[src/rtl/sdram_frame_pkg.sv]
// Shared definitions for the SDRAM frame writer and reader: frame geometry,
// frame buffer 0 placement and the writer FSM state type.
package sdram_frame_pkg;

    localparam int unsigned FRAME_WORDS_1080P = 1036800;
    localparam logic [31:0] BUFFER0_BYTE_ADDR = 32'h2000_0000;
    localparam int unsigned SDRAM_ADDR_W      = 29;

    typedef enum logic [1:0] {
        SYNC  = 2'd0,
        IDLE  = 2'd1,
        BURST = 2'd2
    } wr_state_t;

    // Avalon word address of a byte address for a given bus data width.
    function automatic logic [SDRAM_ADDR_W-1:0] word_base(
        input logic [31:0] byte_addr,
        input int unsigned data_width
    );
        return SDRAM_ADDR_W'(byte_addr / 32'(data_width / 8));
    endfunction

endpackage

[src/rtl/sdram_frame_writer.sv]
// Packs a 64-bit pixel-word stream into fixed-length Avalon-MM write bursts
// into frame buffer 0, wrapping at the end of each frame.
module sdram_frame_writer
    import sdram_frame_pkg::*;
#(
    parameter int unsigned SDRAM_DATA_WIDTH = 64,
    parameter int unsigned BURST_LEN        = 8,
    parameter logic [31:0] BUFFER_BYTE_ADDR = BUFFER0_BYTE_ADDR,
    parameter int unsigned FRAME_WORDS      = FRAME_WORDS_1080P
) (
    input  logic                          sdram_clk,
    input  logic                          rst,
    input  logic                          enable_i,
    input  logic [SDRAM_DATA_WIDTH-1:0]   pix_data_i,
    input  logic                          pix_valid_i,
    input  logic                          pix_sof_i,
    output logic                          pix_ready_o,
    output logic [28:0]                   sdram_address_o,
    output logic [7:0]                    sdram_burstcount_o,
    output logic [SDRAM_DATA_WIDTH-1:0]   sdram_writedata_o,
    output logic [SDRAM_DATA_WIDTH/8-1:0] sdram_byteenable_o,
    output logic                          sdram_write_o,
    input  logic                          sdram_waitrequest_i,
    output logic                          frame_ready_o,
    output logic [15:0]                   frame_count_o,
    output logic                          sof_error_o
);

    localparam logic [28:0] WORD_BASE = word_base(BUFFER_BYTE_ADDR, SDRAM_DATA_WIDTH);
    localparam int unsigned BEAT_W    = (BURST_LEN > 1) ? $clog2(BURST_LEN) : 1;
    localparam logic [BEAT_W-1:0] LAST_BEAT  = BEAT_W'(BURST_LEN - 1);
    localparam logic [20:0]       BURST_STEP = 21'(BURST_LEN);
    localparam logic [20:0]       FRAME_END  = 21'(FRAME_WORDS);

    wr_state_t          state_q, state_d;
    logic [28:0]        addr_q, addr_d;
    logic [19:0]        word_idx_q, word_idx_d;
    logic [BEAT_W-1:0]  beat_q, beat_d;
    logic               frame_ready_q, frame_ready_d;
    logic [15:0]        frame_count_q, frame_count_d;
    logic               sof_err_q, sof_err_d;

    logic beat_acc;
    logic frame_end;
    logic at_frame_start;

    assign beat_acc       = (state_q == BURST) & pix_valid_i & ~sdram_waitrequest_i;
    assign frame_end      = ({1'b0, word_idx_q} + BURST_STEP) == FRAME_END;
    // word_idx is a multiple of BURST_LEN, so the sum is zero only when both are.
    assign at_frame_start = (word_idx_q == 20'd0) && (beat_q == '0);

    always_comb begin
        state_d       = state_q;
        addr_d        = addr_q;
        word_idx_d    = word_idx_q;
        beat_d        = beat_q;
        frame_ready_d = frame_ready_q;
        frame_count_d = frame_count_q;
        sof_err_d     = sof_err_q;
        case (state_q)
            SYNC: begin
                if (pix_valid_i & pix_sof_i) begin
                    state_d = IDLE;
                end
            end
            IDLE: begin
                if (enable_i & pix_valid_i) begin
                    state_d = BURST;
                    beat_d  = '0;
                end
            end
            BURST: begin
                if (beat_acc) begin
                    if (pix_sof_i != at_frame_start) begin
                        sof_err_d = 1'b1;
                    end
                    if (beat_q == LAST_BEAT) begin
                        state_d = IDLE;
                        beat_d  = '0;
                        if (frame_end) begin
                            word_idx_d    = 20'd0;
                            addr_d        = WORD_BASE;
                            frame_count_d = frame_count_q + 16'd1;
                            frame_ready_d = 1'b1;
                        end else begin
                            word_idx_d = word_idx_q + 20'(BURST_LEN);
                            addr_d     = addr_q + 29'(BURST_LEN);
                        end
                    end else begin
                        beat_d = beat_q + 1'b1;
                    end
                end
            end
            default: state_d = SYNC;
        endcase
    end

    always_ff @(posedge sdram_clk) begin
        if (rst) begin
            state_q       <= SYNC;
            addr_q        <= WORD_BASE;
            word_idx_q    <= 20'd0;
            beat_q        <= '0;
            frame_ready_q <= 1'b0;
            frame_count_q <= 16'd0;
            sof_err_q     <= 1'b0;
        end else begin
            state_q       <= state_d;
            addr_q        <= addr_d;
            word_idx_q    <= word_idx_d;
            beat_q        <= beat_d;
            frame_ready_q <= frame_ready_d;
            frame_count_q <= frame_count_d;
            sof_err_q     <= sof_err_d;
        end
    end

    // Hunting for SOF drops everything else; bursts pass the stream straight through.
    always_comb begin
        pix_ready_o = 1'b0;
        case (state_q)
            SYNC:    pix_ready_o = ~(pix_valid_i & pix_sof_i);
            BURST:   pix_ready_o = ~sdram_waitrequest_i;
            default: pix_ready_o = 1'b0;
        endcase
    end

    assign sdram_write_o      = (state_q == BURST) & pix_valid_i;
    assign sdram_writedata_o  = pix_data_i;
    assign sdram_address_o    = addr_q;
    assign sdram_burstcount_o = 8'(BURST_LEN);
    assign sdram_byteenable_o = '1;
    assign frame_ready_o      = frame_ready_q;
    assign frame_count_o      = frame_count_q;
    assign sof_error_o        = sof_err_q;

endmodule

[config.mk]
export PLATFORM = sky130hd
export DESIGN_NAME = sdram_frame_writer
export DESIGN_NICKNAME = d
export VERILOG_FILES = /design/src/rtl/sdram_frame_pkg.sv /design/src/rtl/sdram_frame_writer.sv
export SDC_FILE = /design/constraint.sdc
export NUM_CORES = 1
export LEC_CHECK = 0
export CAP_MARGIN = 20
export CORE_MARGIN = 2
export CORE_UTILIZATION = 30
export CTS_BUF_LIST = sky130_fd_sc_hd__clkbuf_4 sky130_fd_sc_hd__clkbuf_8 sky130_fd_sc_hd__clkbuf_16
export DETAILED_ROUTE_END_ITERATION = 12
export PLACE_DENSITY = 0.7
export SYNTH_ARGS = -nofsm -noshare
export SYNTH_HDL_FRONTEND = slang
export SYNTH_SLANG_ARGS = --single-unit
[constraint.sdc]
create_clock -name sdram_clk -period 3.36 [get_ports sdram_clk]
set_input_delay 0.672 -clock sdram_clk [delete_from_list [all_inputs] [get_ports sdram_clk]]
set_output_delay 0.672 -clock sdram_clk [all_outputs]
set_load 0.05 [all_outputs]
## After elaboration in Yosys (flattened, before gate mapping)

Index checks and enable logic that the tools add are counted.
Widths: inputs -> output; s select.

| operators by class | value |
|---|---|
| muxes and demuxes | 12 |
| add/sub/neg operators | 5 |
| equality and inequality tests | 9 |
| bitwise operators | 6 |
| reduce and logical (&&, ||, !) cells | 10 |

Operator list:

| cell | count |
|---|---|
| $add 29x4->29 const B | 1 |
| $mux 29 | 1 |
| $add 20x4->21 const B | 1 |
| $eq 21x20->1 const B | 1 |
| $add 20x4->20 const B | 1 |
| $logic_not 20->1 | 1 |
| $mux 20 | 1 |
| $add 16x1->16 const B | 1 |
| $mux 3 | 3 |
| $reduce_and 3->1 | 3 |
| $mux 2 | 4 |
| $reduce_and 4->1 | 2 |
| $ne 2x2->1 const B | 3 |
| $pmux 2 s3 | 1 |
| $pmux 3 s2 | 1 |
| $and 1x1->1 | 4 |
| $add 3x1->3 const B | 1 |
| $eq 3x3->1 const B | 1 |
| $logic_not 3->1 | 1 |
| $eq 2x1->1 const B | 1 |
| $eq 2x2->1 const B | 1 |
| $logic_not 2->1 | 1 |
| $ne 2x1->1 const B | 1 |
| $not 1->1 | 2 |
| other kinds (4) | 4 |

| word-level totals | value |
|---|---|
| output and inout port bits | 129 |
| input port bits | 70 |
| register bits | 72 |
| logic and storage cells | 49 |

## Depth between registers and ports, before layout

| logic depth | value |
|---|---|
| depth in word-level cells | 5 |
| gate-level depth with buffers | 11 |
| gate-level depth less buffers | 8 |

## Least setup slack after synthesis

OpenSTA, ideal clock, no wires.

| path | value |
|---|---|
| kind | register to register |
| start point | reg word_idx_q[4] |
| end point | reg frame_count_q[14] (netlist: frame_count_o[14]) |
| path slack | 0.431 ns |
| data arrival time | 2.858 ns |
| clock period less this slack | 2.929 ns |
| buffers on the path | 2 |
| cell stages (with the launch flop) | 11 |
| required time | 3.289 ns |
| setup time | 0.071 ns |
| cells stage by stage | dfxtp_1 -> ha_1 -> buf_2 -> nand3_1 -> xnor2_1 -> a2111oi_2 -> nand4_1 -> or4_1 -> buf_2 -> or4_1 -> a21oi_1 |

| between the ends | value |
|---|---|
| longest elaborated chain between the ends | 3 |

Ends and longest elaborated chain:

| item | RTL line | text |
|---|---|---|
| start, declared | sdram_frame_writer.sv:37 | `logic [19:0] word_idx_q, word_idx_d;` |
| start signal, assigned | sdram_frame_writer.sv:110 | `word_idx_q <= word_idx_d;` |
| $add 20x4->21 | sdram_frame_writer.sv:48 | `assign frame_end = ({1'b0, word_idx_q} + BURST_STEP) == FRAME_END;` |
| $eq 21x20->1 | sdram_frame_writer.sv:48 |  |
| $reduce_and 4->1 (no line) | n/a |  |
| end signal, assigned | sdram_frame_writer.sv:113 | `frame_count_q <= frame_count_d;` |
| end, declared | sdram_frame_writer.sv:40 | `logic [15:0] frame_count_q, frame_count_d;` |

Every way passes these cells.
A chain may end at the register's enable or synchronous reset.

## Worst setup path in the final report

| path | value |
|---|---|
| start point | reg word_idx_q[3] |
| end point | reg frame_count_q[14] (netlist: frame_count_o[14]) |

Same word-level chain as after synthesis.

==> metrics <==
Slew Viols, Final=0; CTS Hold Buffers Added=0; most common flop cell mapped by yosys=sky130_fd_sc_hd__dfxtp_1; clock sink total=66; post-synthesis instance area=3899 um^2; terminus of the critical flop-to-flop path=frame_count_o[14]; async set-reset flop share out of synthesis=0%; Max stage delay cell, worst path=sky130_fd_sc_hd__or4_1; post-synthesis cell count=482; largest net degree at the start of global routing=43; minimum clock period after layout=3.120 ns; number of fill cells in the layout=1321; fraction of layout instances using a drive strength above 1=6.794%; root buffer selected by CTS=sky130_fd_sc_hd__clkbuf_16; Clk pin slew, worst setup/hold paths=0.06 ns; drt total wl=7956 um; number of placed cells counting well taps=627; worst hold start=frame_ready_o; number of cells on the critical path=8; DRC=0; max-cap violations=0; post-synthesis area per instance=8.089 um^2; count of input and output buffers=51; number of standard cells in the layout, taps in and fillers out=643; cell-by-cell listing of the critical path=ha_1 > nand3_1 > mux2i_1 > o41ai_1 > nand4_1 > or4_1 > or4_1 > a21oi_1; Net count, final=542; maximum level of the CTS H-tree=3; Final period util=92.87%; starting DRC count in detailed routing=195; transition time of the tightest slew-check pin=0.8032 ns; critical path launch point type=flop; Distinct cells, synth=46; Initial DRT Pass Iterations=4; Congestion Overflow GR=0; Required @ worst endpoint=3.62 ns; number of antenna diodes=0; sequential fraction of the synthesis area=33.89%; die extent in x=118 um; overall routing resource usage=11.36%; initial core utilization=30.77%; Setup Slack @ Placement=0.1117 ns; outcome=completed; most frequent standard cell in the layout excluding fill and tap cells=sky130_fd_sc_hd__nor2_1; Rows=41; endpoint type of the worst setup path=flop; detail-routed via count per cell=4.750; largest driver fanout on the critical path=9; arrival time of the worst setup path=3.38 ns; Ports=199; crit-path max cell delay=0.61 ns; source-to-sink clock delay at the later pin of the worst-skew pair=0.33 ns; number of setup violations in the final report=0; post-DR wirelength/cell=12.37 um; Area Overhead vs Synth=12.32%; number of cells traversed by the worst hold path=2; DP Wirelength=5736 um; class of the most critical setup path=flop to flop; PostCTS Resize Cnt=0; path category of the worst min-delay check=flop to flop; maximum resistive drop on vdd=245.3 uV; Overall Power=1.945 mW; worst reg2reg startpoint=word_idx_q[3]; sum of negative setup slack=0 ns; EDFF count, synth=0; global-route wire length before repair=13190 um; clock tree from TritonCTS=yes; power density over the cells=444.0 nW/um^2; Max transition margin=46.45%; reported leakage power=1.515 nW; Die Y=118 um; number of antenna violations at the first check in global routing=0; register-to-register setup slack=0.24 ns; Final Worst Setup Slack=0.2397 ns; number of warning messages in the yosys log=0; clock buffers created by TritonCTS=9; Endpoint, Worst Hold=frame_ready_o; maximum clock path buffer count=2; via count of the first global-routing pass=2894; Final Hold Viols=0; antenna-violating nets left=0; Routability Congestion=0.8580; maximum operating frequency=320.5 MHz; area enclosed by the die boundary=13920 um^2; Worst path top cell family by delay=simple AND/OR/NAND/NOR gates; setup repair after global routing missed its margin=false; most used cells in the layout excluding fill and tap cells=sky130_fd_sc_hd__nor2_1 (70), sky130_fd_sc_hd__dfxtp_1 (66), sky130_fd_sc_hd__clkdlybuf4s50_1 (50); most repeated library cell on the critical path=sky130_fd_sc_hd__or4_1; length in cells of the worst reg-to-reg path=8; number of buffers and inverters on the critical path=0; Fin Clk Skew=0.007640 ns; post-synthesis register bit count=66; Post-CTS Setup Inserts=0; Core Region=12670 um^2; number of vias in the routed layout=3054
==> cell usage after synthesis (2+ instances only) <==
library cell,number,area share [%]
sky130_fd_sc_hd__and4_1,5,1.1
sky130_fd_sc_hd__nor4b_1,3,0.67
sky130_fd_sc_hd__or4_1,3,0.58
sky130_fd_sc_hd__nand2_1,33,3.2
sky130_fd_sc_hd__nand4_1,16,2.6
sky130_fd_sc_hd__conb_1,2,0.19
sky130_fd_sc_hd__buf_6,2,0.58
sky130_fd_sc_hd__o211ai_1,2,0.38
sky130_fd_sc_hd__xnor2_1,28,6.3
sky130_fd_sc_hd__nor2_1,70,6.7
sky130_fd_sc_hd__nor3_1,5,0.64
sky130_fd_sc_hd__nand3_1,25,3.2
sky130_fd_sc_hd__inv_1,8,0.77
sky130_fd_sc_hd__o21ai_0,4,0.51
sky130_fd_sc_hd__nor4_1,11,1.8
sky130_fd_sc_hd__nand4b_1,2,0.45
sky130_fd_sc_hd__nor2b_1,3,0.48
sky130_fd_sc_hd__buf_2,5,0.64
sky130_fd_sc_hd__a21oi_1,19,2.4
sky130_fd_sc_hd__buf_4,83,16
sky130_fd_sc_hd__or3_1,5,0.80
sky130_fd_sc_hd__a211oi_1,2,0.38
sky130_fd_sc_hd__and2_1,5,0.80
sky130_fd_sc_hd__dfxtp_1,66,34
sky130_fd_sc_hd__ha_1,6,1.9
sky130_fd_sc_hd__nand2b_1,2,0.32
sky130_fd_sc_hd__and3_1,7,1.1
sky130_fd_sc_hd__xor2_1,27,6.1
sky130_fd_sc_hd__nor3b_1,2,0.38
sky130_fd_sc_hd__clkbuf_1,15,1.4
==> through the flow <==
step                hold slack [ns]  area, um^2  util, %
floorplan                    0.4616        3963        -
global placement             0.4564        4036    31.86
detailed placement           0.4607        4036    31.86
CTS                          0.4749        4379    34.56
global route                 0.5013        4379    34.56
finish                       0.4726        4379    34.56
==> kinds of logic (layout without fill, tap and decap cells) <==
kind of cell,Yosys count,after routing,share of synthesized area [%]
simple gates,203,203,26.28
buf+inv,114,86,19.54
flops,66,66,33.89
xor+xnor,55,55,12.36
compound gates,35,35,5.552
fa+ha+maj,6,6,1.925
other cells,2,19,0.1926
mux,1,1,0.2567
==> power by group <==
group	total [mW]	switching (mW)	internal, mW
clock	1.07	0.331	0.739
combinational	0.0874	0.0727	0.0147
sequential	0.787	0.00268	0.785
==> cell type report <==
class	count	area [um^2]	area share [%]
clock buffers	11	240.2	5.486
clock inverters	5	102.6	2.343
inverters	8	30.03	0.6857
multi-input cells	319	1879	42.91
flip-flops and latches	66	1321	30.17
well taps	172	215.2	4.914
repair buffers	62	590.6	13.49
==> flip-flops by register name, indices dropped and copies added, names as in the netlist <==
| signal | flops |
|---|---|
| state_q | 2 |
| sdram_address_o | 26 |
| sof_error_o | 1 |
| frame_count_o | 16 |
| word_idx_q | 17 |
| frame_ready_o | 1 |
| beat_q | 3 |
==> worst max path at each step <==
stage	from	to	slack [ns]
finish	word_idx_q[3]	frame_count_o[14]	0.24
detailed placement	sdram_waitrequest_i	frame_count_o[14]	0.11
global route	word_idx_q[3]	sdram_address_o[13]	0.008
floorplan	word_idx_q[4]	frame_count_o[14]	0.43
CTS	word_idx_q[3]	frame_count_o[14]	0.26
global placement	sdram_waitrequest_i	frame_count_o[14]	0.15
==> layer usage <==
| layer | global-route usage [%] | routed length, um | vias up | part of all wire (%) |
|---|---|---|---|---|
| met3 | 3.973 | 507 | 20 | 6.4 |
| met2 | 18.60 | 3722 | 97 | 47 |
| met1 | 13.04 | 3552 | 1446 | 45 |
| met4 | 5.873 | 174 | 0 | 2.2 |
| met5 | 0 | 0 | - | 0 |
| li1 | - | - | 1491 | - |
==> worst reg2reg max path: stages, from the launching register on <==
cell and delay, ns:
sky130_fd_sc_hd__dfxtp_1 0.49, sky130_fd_sc_hd__ha_1 0.24, sky130_fd_sc_hd__nand3_1 0.27, sky130_fd_sc_hd__mux2i_1 0.20, sky130_fd_sc_hd__o41ai_1 0.40, sky130_fd_sc_hd__nand4_1 0.17, sky130_fd_sc_hd__or4_1 0.61, sky130_fd_sc_hd__or4_1 0.52
sky130_fd_sc_hd__a21oi_1 0.14
No activity file was read; power rests on OpenSTA's default activity.
